===== src/rtl/poly_sub_seq_if.sv =====
// Handshake and operand/result bundle for poly_sub_seq.
// The master (requester) drives start and operands; the slave (poly_sub_seq)
// returns busy, done and the result polynomial.
interface poly_sub_seq_if #(
  parameter int DEG = 4,
  parameter int N   = 4
);
  logic             start;
  logic [DEG*N-1:0] a;
  logic [DEG*N-1:0] b;
  logic             busy;
  logic             done;
  logic [DEG*N-1:0] d;

  modport master (output start, output a, output b,
                  input  busy,  input  done, input d);
  modport slave  (input  start, input  a, input b,
                  output busy,  output done, output d);
endinterface


===== src/rtl/poly_sub_seq.sv =====
// Coefficient-serial modular polynomial subtractor: d = a - b mod Q,
// one coefficient per clock, with a start/busy/done handshake.
//
// state  | meaning
// -------+-----------------------------------------------------------
// IDLE   | waiting for start; d holds the last result
// RUN    | writing coefficient idx of d each cycle, DEG cycles total
// DONE   | one-cycle done pulse, busy still high, then back to IDLE
module poly_sub_seq #(
  parameter int DEG = 4,
  parameter int N   = 4,
  parameter int Q   = 13
) (
  input  logic            clk,
  input  logic            rst,
  poly_sub_seq_if.slave   bus
);

  localparam int IW = (DEG > 1) ? $clog2(DEG) : 1;
  localparam logic [N:0] QV = (N+1)'(Q);

  localparam logic [1:0] S_IDLE = 2'd0;
  localparam logic [1:0] S_RUN  = 2'd1;
  localparam logic [1:0] S_DONE = 2'd2;

  logic [1:0]       r_state;
  logic [IW-1:0]    r_idx;
  logic [DEG*N-1:0] r_a;
  logic [DEG*N-1:0] r_b;
  logic [DEG*N-1:0] r_d;

  logic [N-1:0]     w_ai;
  logic [N-1:0]     w_bi;
  logic [N:0]       w_t;
  logic [N-1:0]     w_di;

  assign bus.busy = (r_state != S_IDLE);
  assign bus.done = (r_state == S_DONE);
  assign bus.d    = r_d;

  // Select the coefficient pair addressed by idx from the latched operands.
  always_comb begin
    w_ai = '0;
    w_bi = '0;
    for (int i = 0; i < DEG; i++) begin
      if (r_idx == IW'(i)) begin
        w_ai = r_a[i*N +: N];
        w_bi = r_b[i*N +: N];
      end
    end
  end

  // Borrow-corrected difference; out-of-range inputs are not reduced,
  // the same formula just gets truncated to N bits.
  assign w_t  = {1'b0, w_ai} - {1'b0, w_bi};
  assign w_di = N'(w_t[N] ? (w_t + QV) : w_t);

  // Sequencer: latch operands on accept, write one coefficient per RUN cycle.
  always_ff @(posedge clk) begin
    if (rst) begin
      r_state <= S_IDLE;
      r_idx   <= '0;
      r_a     <= '0;
      r_b     <= '0;
      r_d     <= '0;
    end else begin
      case (r_state)
        S_IDLE: begin
          if (bus.start) begin
            r_a     <= bus.a;
            r_b     <= bus.b;
            r_idx   <= '0;
            r_state <= S_RUN;
          end
        end
        S_RUN: begin
          for (int i = 0; i < DEG; i++) begin
            if (r_idx == IW'(i)) r_d[i*N +: N] <= w_di;
          end
          if (r_idx == IW'(DEG-1)) begin
            r_idx   <= '0;
            r_state <= S_DONE;
          end else begin
            r_idx   <= r_idx + 1'b1;
          end
        end
        S_DONE: begin
          r_state <= S_IDLE;
        end
        default: begin
          r_state <= S_IDLE;
        end
      endcase
    end
  end

endmodule


===== src/flat_wrapper.sv =====
// flat-port wrapper written by rule: the top's interface ports become plain ports
module poly_sub_seq_flat 
#(
  parameter int DEG = 4,
  parameter int N   = 4,
  parameter int Q   = 13
)
  (clk, rst, bus_start, bus_a, bus_b, bus_busy, bus_done, bus_d);
  poly_sub_seq_if #(.DEG(DEG), .N(N)) bus_i ();
  input  logic clk;
  input  logic rst;
  input wire logic [$bits(bus_i.start)-1:0] bus_start;
  input wire logic [$bits(bus_i.a)-1:0] bus_a;
  input wire logic [$bits(bus_i.b)-1:0] bus_b;
  output wire logic [$bits(bus_i.busy)-1:0] bus_busy;
  output wire logic [$bits(bus_i.done)-1:0] bus_done;
  output wire logic [$bits(bus_i.d)-1:0] bus_d;
  assign bus_i.start = bus_start;
  assign bus_i.a = bus_a;
  assign bus_i.b = bus_b;
  assign bus_busy = bus_i.busy;
  assign bus_done = bus_i.done;
  assign bus_d = bus_i.d;
  poly_sub_seq #(.DEG(DEG), .N(N), .Q(Q)) u_core (.clk(clk), .rst(rst), .bus(bus_i));
endmodule

===== config.mk =====
export PLATFORM = sky130hd
export DESIGN_NAME = poly_sub_seq_flat
export DESIGN_NICKNAME = d
export VERILOG_FILES = /design/src/rtl/poly_sub_seq_if.sv /design/src/rtl/poly_sub_seq.sv /design/src/flat_wrapper.sv
export SDC_FILE = /design/constraint.sdc
export NUM_CORES = 1
export LEC_CHECK = 0
export ABC_AREA = 1
export CAP_MARGIN = 0
export CORE_ASPECT_RATIO = 1.25
export CORE_UTILIZATION = 55
export CTS_CLUSTER_SIZE = 10
export DETAILED_ROUTE_END_ITERATION = 6
export HOLD_SLACK_MARGIN = 0.06
export PLACE_DENSITY = 0.85
export SLEW_MARGIN = 30
export SYNTH_ARGS = -nofsm -noshare
export SYNTH_HDL_FRONTEND = slang
export SYNTH_SLANG_ARGS = --single-unit

===== constraint.sdc =====
create_clock -name clk -period 8.4 [get_ports clk]
set_clock_uncertainty 0.1 [all_clocks]
set_input_delay 1.68 -clock clk [delete_from_list [all_inputs] [get_ports clk]]
set_output_delay 1.68 -clock clk [all_outputs]
set_load 0.01 [all_outputs]

==> Word-level counts from Yosys, hierarchy flattened <==
Index checks and enable logic that the tools add are counted.
Widths: inputs -> output; s select.
{ "word_totals": {"rom_bits": 0, "inputBits": 35, "memories": 0, "ram_bits": 0, "output_inout_bits": 18, "regBits": 52, "elab_cells": 44, "latchBits": 0} }
{ "op_classes": {"n_mux": 15, "reduce_logical": 11, "add_sub_neg": 3, "div_mod_pow": 0, "bitwise_logic": 0, "shift": 0, "n_lt_le_gt_ge": 0, "eq_ne": 7, "mul": 0} }
{ "op_table": {"columns": ["operator", "n"], "rows": [
  ["$mux 4", 9],
  ["$reduce_and 2->1", 7],
  ["$mux 2", 4],
  ["$pmux 2 s2", 2],
  ["$eq 2x2->1 const B", 3],
  ["$sub 4x4->5", 1],
  ["$add 4x4->4 const B", 1],
  ["$eq 2x1->1 const B", 2],
  ["$logic_not 2->1", 2],
  ["$reduce_bool 2->1", 2],
  ["$add 2x1->2 const B", 1],
  ["$ne 2x1->1 const B", 1],
  ["$ne 2x2->1 const B", 1]
]} }

==> Logic depth before layout (Yosys ltp) <==
{ "logic_depth": {"ltp_word": 8, "mapped_depth": 20, "ltp_nobuf": 19} }

==> Worst setup path after synthesis <==
Ideal clock, no wire load.
{ "synth_path": {"path_type": "register to register", "from": "register u_core.r_idx[1]", "to": "register u_core.r_d[1] (netlist: u_core.bus.d[1])", "t_arrival_ns": 2.508, "required_ns": 8.185, "setup_time_ns": 0.115, "n_path_buf": 1, "path_slack_ns": 5.677, "synth_period_minus_slack_ns": 2.723, "path_stages_with_launch": 16, "path_cell_list": "dfxtp_1 inv_1 ha_1 inv_2 buf_6 nor2_2 o31ai_2 o21a_2 inv_2 fa_1 inv_1 ha_1 nand2_1 o21ai_2 o21ai_0 inv_1"} }
{ "synth_via": {"elab_chain_cells": 8, "elab_cells_between_ends": 16, "cone_classes": "add/sub (2); eq/ne (3); mux (9); reduce/logical (2)"} }
{ "synth_rtl": {"columns": ["element", "line_no", "text"], "rows": [
  ["start, declared", "poly_sub_seq.sv:27", "logic [IW-1:0] r_idx;"],
  ["start signal, assigned", "poly_sub_seq.sv:84", "r_idx <= r_idx + 1'b1;"],
  ["$logic_not 2->1", "poly_sub_seq.sv:46, poly_sub_seq.sv:78", null],
  ["$mux 4 (4 in series)", "poly_sub_seq.sv:46", "if (r_idx == IW'(i)) begin"],
  ["$sub 4x4->5", "poly_sub_seq.sv:55", "assign w_t = {1'b0, w_ai} - {1'b0, w_bi};"],
  ["$add 4x4->4", "poly_sub_seq.sv:56", "assign w_di = N'(w_t[N] ? (w_t + QV) : w_t);"],
  ["$mux 4", "poly_sub_seq.sv:56", null],
  ["end signal, assigned by index", "poly_sub_seq.sv:78", "if (r_idx == IW'(i)) r_d[i*N +: N] <= w_di;"],
  ["end, declared", "poly_sub_seq.sv:30", "logic [DEG*N-1:0] r_d;"]
]} }
Parallel ways exist; a longest one is shown, timed or not.
A chain may end at the register's enable or synchronous reset.

==> Final worst setup path <==
{ "layout_path": {"from": "register u_core.r_idx[0]", "to": "register u_core.r_d[9] (netlist: u_core.bus.d[9])"} }
{ "layout_via": {"elab_chain_cells": 8, "elab_cells_between_ends": 16, "cone_classes": "add/sub (2); eq/ne (3); mux (9); reduce/logical (2)"} }
{ "layout_rtl": {"columns": ["element", "line_no"], "rows": [
  ["$logic_not 2->1", "poly_sub_seq.sv:46"],
  ["$mux 4 (4 in series)", "poly_sub_seq.sv:46"],
  ["$sub 4x4->5", "poly_sub_seq.sv:55"],
  ["$add 4x4->4", "poly_sub_seq.sv:56"],
  ["$mux 4", "poly_sub_seq.sv:56"]
]} }
Parallel ways exist; a longest one is shown, timed or not.

==> impl_metrics.csv <==
group,metric,value,unit
timing,period_share,0.383,
die,start_util,0.575,
logic_synthesis,async_reset_ff_frac,0,
timing,fmax,0.311,GHz
clock_network,post_cts_buffers,0,
logic_synthesis,yosysMostFrequentCell,"nor2_1",
logic_synthesis,synth_top_family_by_area,"simple AND/OR/NAND/NOR gates",
setup_path,cp_data_required_time,8500,ps
power_and_ir_drop,vdd_drop_max,0.000113,V
setup_path,cp_max_fo,12,
setup_path,worstSetupPathType,"flop to flop",
setup_path,cp-start-kind,"flop",
timing,rsz0062_at_grt,"no",
clock_network,cts_resized,0,
setup_path,path_cells,"inv_1 -> ha_1 -> inv_1 -> o21ai_0 -> a21oi_1 -> a21oi_1 -> ha_1 -> fa_1 -> inv_1 -> ha_1 -> nand2_1 -> o21ai_2 -> o21bai_1 -> inv_1",
logic_synthesis,ys_types,34,
finish,fill_cells,374,
die,die_h,77.8,um
finish,register_area,1040,um^2
clock_network,clockBufferDepth,2,
drt,initialDrtViolationCount,157,
drt,avgViaCountPerCell,5.17,
die,die_w,62.6,um
logic_synthesis,synth-main-ff-cell,"dfxtp_1",
setup_path,timing.critical_path.max_delay_family,"adder cells",
logic_synthesis,muxShareOfSynthArea,0,
logic_synthesis,synthesis.area,2530,um^2
global_route,gr-total-overflow,0,
clock_network,clock_latency,300,ps
setup_path,cp.depth,14,
logic_synthesis,ys_top_cells_by_count,"72 x nor2_1, 52 x dfxtp_1, 40 x o21ai_0",
placement,port-buffer-count,52,
power_and_ir_drop,p_leak,1.41,nW
setup_path,critPathMaxStageDelay,470,ps
setup_path,cp.arrival,3320,ps
power_and_ir_drop,powerDensity,202,nW/um^2
finish,fin_area,3140,um^2
drt,drc_errors,0,
placement,place_ws,5030,ps
setup_path,rr_startpoint,"u_core.r_idx[0]$_SDFFE_PP0P_",
logic_synthesis,syn_avg_cell_area,7.46,um^2
clock_network,cts_tree,"yes",
outcome,status,"completed",
clock_network,clockRootBuffer,"clkbuf_8",
placement,dpl.hpwl,3.93,mm
logic_synthesis,synth_compound_area_frac,0.207,
finish,layout-drive-gt1-share,0.0833,
hold_path,hold_class,"flop to flop",
clock_network,cts.sinks,52,
logic_synthesis,ys_top_cells_by_area,"dfxtp_1 41%, nor2_1 11%, o21ai_0 7.9%, inv_1 5.0%, ha_1 4.5%",
placement,place_area,3030,um^2
logic_synthesis,synth.ff_latch_count,52,
die,dieArea,4870,um^2
finish,antennaDiodeCount,0,
drt,postRouteAntennaNets,0,
drt,wl_per_cell,12.2,um
logic_synthesis,syn_inst,339,
clock_network,postCtsHoldBufs,0,
timing,slew_viol_final,0,
die,core_area,4390,um^2
logic_synthesis,yosys.area_share.simple,0.222,
hold_path,hold_path_depth,2,
timing,setup_tns,0,ps
setup_path,path_buf_inv,4,
setup_path,reg2reg_slack,5180,ps
timing,finalSetupViolCount,0,
drt,drt_first_pass_iters,4,
placement,gp_congestion,0.885,
setup_path,reg2reg_depth,14,
drt,vias,2285,
timing,whs,385,ps
timing,period_needed,3220,ps
logic_synthesis,syn_nets,384,
global_route,grt_max_degree,49,
drt,drt_wl_total,5.37,mm
logic_synthesis,synth-adder-area-share,0.0525,
die,num_rows,27,
timing,slew_headroom,0.571,
logic_synthesis,ys_seq_area_frac,0.412,
finish,syn2layout_area_growth,24.2,%
flow_run,drv_cap,0,
global_route,grt_pass1_wl,8.89,mm
global_route,grt_pass1_vias,2091,
finish,final_nets,428,
logic_synthesis,yosys.area_share.xor_xnor,0.00990,
timing,finalHoldViolCount,0,
logic_synthesis,synth_top_area_share,0.412,
logic_synthesis,yosysTopAreaCell,"dfxtp_1",
power_and_ir_drop,power,0.633,mW
setup_path,rr_endpoint,"u_core.bus.d[9]$_SDFFE_PP0P_",
global_route,grt_usage,0.230,
setup_path,slowest_stage,"fa_1",
logic_synthesis,synth_edf_count,0,
global_route,antenna_found_initial,0,
clock_network,htreeDepth,2,
setup_path,end_kind,"flop",
die,pin_count,53,
timing,worstMarginPinSlew,642,ps
setup_path,cpMostUsedCell,"inv_1",
timing,layout_setup_ws,5180,ps
logic_synthesis,yosysWarnings,0,
clock_network,cts_made_buffers,5,
hold_path,whs_endpoint,"u_core.r_b[9]$_SDFFE_PP0P_",
hold_path,worstHoldStart,"u_core.r_b[9]$_SDFFE_PP0P_",
clock_network,path_clk_slew,90,ps
finish,multi_input_comb_area,1240,um^2
[layout by cell type, fill, tap and decap left out, types with 2 or more instances in the layout]
cell type and instances:
nand2_1 30, inv_1 34, inv_2 6, nand2_2 2, nor2_1 72, clkdlybuf4s50_1 52
o21ai_0 40, o21a_1 9, nand3_1 13, o21ai_1 6, o211ai_1 2, ha_1 9
nor2_4 2, a21oi_1 20, dfxtp_1 52, nand2_4 2, clkbuf_8 5, nor2_2 6
o21bai_1 7
[cell families (layout without fill, tap and decap cells)]
| family | count (synthesis) | count (layout) |
|---|---|---|
| buffers and inverters | 56 | 101 |
| AO/OA/AOI/OAI | 90 | 90 |
| AND/OR/NAND/NOR | 129 | 129 |
| flip-flops | 52 | 52 |
| adder cells (fa/ha/maj) | 10 | 10 |
| XOR/XNOR | 2 | 2 |
[flip-flops by register name, summed over array words and instances (netlist names)]
register / count
u_core.r_idx: 2
u_core.r_state: 2
u_core.r_a: 16
u_core.r_b: 16
u_core.bus.d: 16
[routing by layer]
layer / up-vias / routed length (um) / track usage
met1: 1022 / 2180 / 0.246
met2: 74 / 2810 / 0.429
met5: - / 0 / 0
met4: 0 / 155 / 0.0953
met3: 15 / 232 / 0.0485
li1: 1174 / - / -
[power breakdown]
| part | internal, mW | leakage (nW) | total (mW) | switching (mW) |
|---|---|---|---|---|
| logic | 0.0769 | 0.922 | 0.190 | 0.113 |
| registers | 0.265 | 0.428 | 0.275 | 0.0105 |
| clock network | 0.0885 | 0.0552 | 0.168 | 0.0790 |
[stage by stage]
stage                     utilization  cells
after floorplan                     -    339
after global placement          0.690    434
after detailed placement        0.690    434
after CTS                       0.715    442
after global routing            0.715    442
final                           0.715    442
[how the worst max path moves through the flow]
stage                                            start  slack [ps]                            to
after CTS                 u_core.r_idx[0]$_SDFFE_PP0P_        5230  u_core.bus.d[9]$_SDFFE_PP0P_
final                     u_core.r_idx[0]$_SDFFE_PP0P_        5180  u_core.bus.d[9]$_SDFFE_PP0P_
after floorplan           u_core.r_idx[1]$_SDFFE_PP0P_        5680  u_core.bus.d[1]$_SDFFE_PP0P_
after global placement                       bus_start        5090  u_core.r_idx[0]$_SDFFE_PP0P_
after global routing      u_core.r_idx[0]$_SDFFE_PP0P_        4970  u_core.bus.d[9]$_SDFFE_PP0P_
after detailed placement                     bus_start        5030  u_core.r_idx[0]$_SDFFE_PP0P_
[worst reg2reg max path, cell delays in order, from the launching register on]
cell	delay, ps
dfxtp_1	340
inv_1	120
ha_1	460
inv_1	250
o21ai_0	230
a21oi_1	80
a21oi_1	160
ha_1	210
fa_1	470
inv_1	80
ha_1	220
nand2_1	80
o21ai_2	90
o21bai_1	160
inv_1	60
[cell type report]
| cell class | instances | area share |
|---|---|---|
| Tap cell | 58 | 0.0231 |
| Sequential cell | 52 | 0.332 |
| Multi-Input combinational cell | 231 | 0.395 |
| Timing Repair Buffer | 52 | 0.166 |
| Clock inverter | 2 | 0.0112 |
| Inverter | 41 | 0.0498 |
| Clock buffer | 6 | 0.0231 |
Power figures use the tool's default switching activity.
